<file path="src/rtl/cache_mem_ctrl.sv">
// rtl/cache_mem_ctrl.sv - arbitrated instruction/data access controller for a single RAM port
module cache_mem_ctrl #(
  parameter int          MAX_WAIT = 16,
  parameter logic [31:0] ERR_WORD = 32'hBAD1BAD1
) (
  input  logic        CLK,
  input  logic        nRST,
  input  logic        iREN,
  input  logic [31:0] iaddr,
  input  logic        dREN,
  input  logic        dWEN,
  input  logic [31:0] daddr,
  input  logic [31:0] dstore,
  output logic        iwait,
  output logic [31:0] iload,
  output logic        dwait,
  output logic [31:0] dload,
  output logic        ramREN,
  output logic        ramWEN,
  output logic [31:0] ramaddr,
  output logic [31:0] ramstore,
  input  logic [31:0] ramload,
  input  logic [1:0]  ramstate,
  output logic        memerr,
  output logic [15:0] icount,
  output logic [15:0] dcount
);

  localparam int CW = $clog2(MAX_WAIT + 1);

  typedef enum logic [1:0] {IDLE, D_ACC, I_ACC} state_t;

  state_t        state_q, state_d;
  logic [CW-1:0] wait_cnt_q, wait_cnt_d;
  logic          last_data_q, last_data_d;
  logic          memerr_q, memerr_d;
  logic [15:0]   icount_q, icount_d;
  logic [15:0]   dcount_q, dcount_d;

  logic        d_req;
  logic        ram_ok;
  logic        complete;
  logic        failed;
  logic [31:0] done_word;

  always_ff @(posedge CLK) begin
    if (!nRST) begin
      state_q     <= IDLE;
      wait_cnt_q  <= '0;
      last_data_q <= 1'b0;
      memerr_q    <= 1'b0;
      icount_q    <= '0;
      dcount_q    <= '0;
    end else begin
      state_q     <= state_d;
      wait_cnt_q  <= wait_cnt_d;
      last_data_q <= last_data_d;
      memerr_q    <= memerr_d;
      icount_q    <= icount_d;
      dcount_q    <= dcount_d;
    end
  end

  // A RAM ACCESS wins over a coincident timeout; ERROR or timeout returns ERR_WORD.
  always_comb begin
    d_req     = dREN | dWEN;
    ram_ok    = (ramstate == 2'd2);
    complete  = ram_ok || (ramstate == 2'd3) || (wait_cnt_q == CW'(MAX_WAIT));
    failed    = complete && !ram_ok;
    done_word = ram_ok ? ramload : ERR_WORD;
  end

  always_comb begin
    state_d     = state_q;
    wait_cnt_d  = wait_cnt_q;
    last_data_d = last_data_q;
    memerr_d    = memerr_q;
    icount_d    = icount_q;
    dcount_d    = dcount_q;
    iwait       = 1'b1;
    iload       = '0;
    dwait       = 1'b1;
    dload       = '0;
    ramREN      = 1'b0;
    ramWEN      = 1'b0;
    ramaddr     = '0;
    ramstore    = '0;

    case (state_q)
      IDLE: begin
        wait_cnt_d = '0;
        if (d_req && iREN)  state_d = last_data_q ? I_ACC : D_ACC;
        else if (d_req)     state_d = D_ACC;
        else if (iREN)      state_d = I_ACC;
      end

      D_ACC: begin
        ramaddr  = daddr;
        ramstore = dstore;
        ramWEN   = dWEN;
        ramREN   = dREN & ~dWEN;
        if (!d_req) begin
          state_d = IDLE;
        end else if (complete) begin
          dwait       = 1'b0;
          dload       = done_word;
          dcount_d    = (dcount_q == 16'hFFFF) ? dcount_q : dcount_q + 16'd1;
          memerr_d    = memerr_q | failed;
          last_data_d = 1'b1;
          state_d     = IDLE;
        end else begin
          wait_cnt_d = wait_cnt_q + 1'b1;
        end
      end

      I_ACC: begin
        ramaddr = iaddr;
        ramREN  = 1'b1;
        if (!iREN) begin
          state_d = IDLE;
        end else if (complete) begin
          iwait       = 1'b0;
          iload       = done_word;
          icount_d    = (icount_q == 16'hFFFF) ? icount_q : icount_q + 16'd1;
          memerr_d    = memerr_q | failed;
          last_data_d = 1'b0;
          state_d     = IDLE;
        end else begin
          wait_cnt_d = wait_cnt_q + 1'b1;
        end
      end

      default: state_d = IDLE;
    endcase
  end

  assign memerr = memerr_q;
  assign icount = icount_q;
  assign dcount = dcount_q;

endmodule
</file>
<file path="config.mk">
export PLATFORM = sky130hd
export DESIGN_NAME = cache_mem_ctrl
export DESIGN_NICKNAME = d
export VERILOG_FILES = /design/src/rtl/cache_mem_ctrl.sv
export SDC_FILE = /design/constraint.sdc
export NUM_CORES = 1
export LEC_CHECK = 0
export BUFFER_PORTS_ARGS = -buffer_cell sky130_fd_sc_hd__buf_2
export CORE_AREA = 4 4 114 116
export DETAILED_ROUTE_END_ITERATION = 7
export DIE_AREA = 0 0 118 120
export SLEW_MARGIN = 20
export SYNTH_ARGS = -nofsm -noshare
export SYNTH_HDL_FRONTEND = slang
export SYNTH_SLANG_ARGS = --single-unit
</file>
<file path="constraint.sdc">
create_clock -name CLK -period 4.93 [get_ports CLK]
set_input_delay 0.2465 -clock CLK [delete_from_list [all_inputs] [get_ports CLK]]
set_output_delay 0.2465 -clock CLK [all_outputs]
set_load 0.01 [all_outputs]
</file>
==> metrics.txt <==
Layout fillers=1222; static leakage power=about 2.6 nW; worst-case clock skew=0.003902 ns; total track usage=20.48%; WL/cell=roughly 17 um; peak supply drop=approximately 130 uV; detail-routed via count per cell=5.188; Die Height=120 um; final total power=0.9753 mW; depth of the worst register-to-register path=6; count of boundary I/O pins=300; cell types occupying the most area after synthesis=sky130_fd_sc_hd__dfxtp_1 24%, sky130_fd_sc_hd__and2_1 11%, sky130_fd_sc_hd__a22oi_1 7.2%; Resized cells post-CTS=0; kind of end point of the critical path=output port; TritonCTS clock tree=done; chain of cells forming the critical path=inv_1, ha_4, o21ai_1, nor2_1, and2_1, buf_2; Worst-path clk slew=0.06 ns; register area share after synthesis=23.75%; final HPWL from detailed placement=12700 um; outcome=finished clean; DR iter-0 viols=311; max_slew headroom=34.77%; overall routed net length=roughly 16000 um; P per Cell Area=roughly 190 nW/um^2; Critical Path Slowest Stage Cell=sky130_fd_sc_hd__nor2_1; Die X=118 um; met2 layer wire length in the routed design=7483 um; gate count after technology mapping=just under 500; core area=about 12000 sq um; final critical-path required period=2.851 ns; detailed route wirelength on metal3=~1600 um; final-stage net count=896; largest area contributor in the netlist=sky130_fd_sc_hd__dfxtp_1; number of max-slew violations in the final report=0; average instance area after synthesis=7.170 sq um; post-CTS setup repair buffer count=0; die footprint=about 14000 sq um; maximum fanout along the worst path=70; Final period util=57.82%; pin count of the biggest net entering global routing=~70; latest clock arrival within the worst-skew pair=around 0.28 ns; setup TNS after final layout=0 ns; number of antenna cells inserted=0; layout-stage area growth over the synthesis result=49.24%; biggest cell delay along the critical path=roughly 0.6 ns; transition at the pin with the smallest max-transition slack=0.9785 ns; wire length on met1=6471 um; Root Buffer Master=sky130_fd_sc_hd__clkbuf_16; number of warnings printed during yosys synthesis=0; number of synthesized register bits=between 40 and 50; mapped cell area=approximately 3500 sq um; top cell type's share of synthesized area=a little under a quarter; total of max-cap violations=0; worst hold path stage count=3; clock buffers created by TritonCTS=5; Netlist cell types=50; number of antenna violations at the first check in global routing=5; footprint of the multi-input gates=2427 sq um; pre-CTS worst setup slack=1.756 ns; syn_nets=approximately 630; vias=4669; FMAX=350.8 MHz; count of nets left with antenna violations after detail routing=0; DR DRC count=0; WP data required=4.68 ns; number of clock sinks=41; register area=820.8 sq um; global-route wire length before repair=23670 um; dominant cell by count in the synthesized netlist=sky130_fd_sc_hd__and2_1; worst min path class=in -> reg; hold-fix buffers at CTS=0; count of final hold-check violations=0; setup repair after global routing missed its margin=no; final global-route overflow total=0; IO buf count=around 300; CTS H-tree depth=2; vias in the first global route=4309; ratio of cells with drive above 1 in the final layout=a little over two fifths; Arr. time, crit path=2.60 ns; primary flip-flop cell chosen by synthesis mapping=sky130_fd_sc_hd__dfxtp_1; Setup Crit Path Kind=reg -> out; DRT Pass-1 Iters=5; number of synthesized flops with an enable pin=0; starting density of the core=slightly below 30%; number of standard-cell rows in the floorplan=40; uppermost layer routed=met5; clock buffer depth=2; share of async-settable or async-resettable flops after synthesis=0%; ranking of synthesized cells by instance count=62 x sky130_fd_sc_hd__and2_1, 59 x sky130_fd_sc_hd__nor2_1, 41 x sky130_fd_sc_hd__dfxtp_1; weighted congestion at the end of routability-driven global placement=0.9455; final setup margin=2.079 ns; startpoint type of the worst setup path=flop; Final setup violation count=0
## logic make-up after synthesis
family	count (synthesis)	share of synthesized area [%]
multiplexers	6	1.738
AND/OR/NAND/NOR	258	42.54
AO/OA/AOI/OAI	114	22.70
buffers and inverters	55	6.372
adder cells (fa/ha/maj)	8	2.897
flip-flops	41	23.75
## layout by cell type, fill, tap and decap left out, drive strengths merged, types with 2 or more instances in the layout
| cell | instances |
|---|---|
| nor2b | 33 |
| o211a | 2 |
| o2111ai | 2 |
| and3 | 2 |
| nand2 | 19 |
| a21oi | 24 |
| nor2 | 59 |
| nor4 | 8 |
| dfxtp | 41 |
| o31ai | 19 |
| and2 | 62 |
| a211o | 2 |
| buf | 302 |
| nand4 | 8 |
| o21a | 5 |
| or3 | 6 |
| a22oi | 33 |
| nor3 | 8 |
| ha | 8 |
| mux2i | 6 |
| and4 | 4 |
| o21ai | 14 |
| nand2b | 7 |
| inv | 16 |
| nand3 | 15 |
| clkbuf | 7 |
| a2111o | 2 |
| or4 | 18 |
| a21boi | 4 |
## worst paths after layout
| kind | end | slack (ns) | start |
|---|---|---|---|
| setup / recovery | dload[5] | 2.08 | state_q[1] |
| hold / removal | state_q[1] | 0.32 | iREN |
| setup reg to reg | dcount[15] | 2.15 | state_q[1] |
| hold reg to reg | memerr | 0.46 | memerr |
## layout make-up
| type | instances | area share, % |
|---|---|---|
| Tap cell | 147 | 3.566 |
| Clock buffer | 7 | 2.766 |
| Timing Repair Buffer | 302 | 29.45 |
| Sequential cell | 41 | 15.91 |
| Multi-Input combinational cell | 386 | 47.06 |
| Inverter | 17 | 1.237 |
## power by group
part,switching [mW],leakage (nW),internal (mW)
registers,0.00528,0.331,0.337
logic,0.175,2.19,0.138
clock network,0.121,0.0700,0.199
## state kept, by name, summed over array words and instances, names as in the netlist
name,cells
dcount,16
icount,16
last_data_q,1
memerr,1
state_q,2
wait_cnt_q,5
## per-stage QoR
stage / hold slack (ns) / area [sq um] / instances / util (%)
after floorplan: 0.3986 / 3456 / 482 / -
after global placement: 0.4568 / 5005 / 893 / 42.02
after detailed placement: 0.4582 / 5005 / 893 / 42.02
after CTS: 0.3103 / 5147 / 900 / 43.21
after global routing: 0.3514 / 5157 / 900 / 43.30
final: 0.3223 / 5157 / 900 / 43.30
## worst max-delay path: cells and delay by family, from the launching register on
kind / cells / cell delay (ns)
AO/OA/AOI/OAI: 1 / 0.33
adder cells (fa/ha/maj): 1 / 0.55
buffers and inverters: 2 / 0.27
flip-flops: 1 / 0.32
AND/OR/NAND/NOR: 2 / 0.84
## per-layer routing
| metal | up-vias | GRT usage [%] |
|---|---|---|
| met4 | 10 | 2.491 |
| met2 | 193 | 34.17 |
| li1 | 2262 | - |
| met5 | - | 0 |
| met1 | 2188 | 25.47 |
| met3 | 16 | 8.530 |
Note: power is estimated with default switching activity, not from simulation.
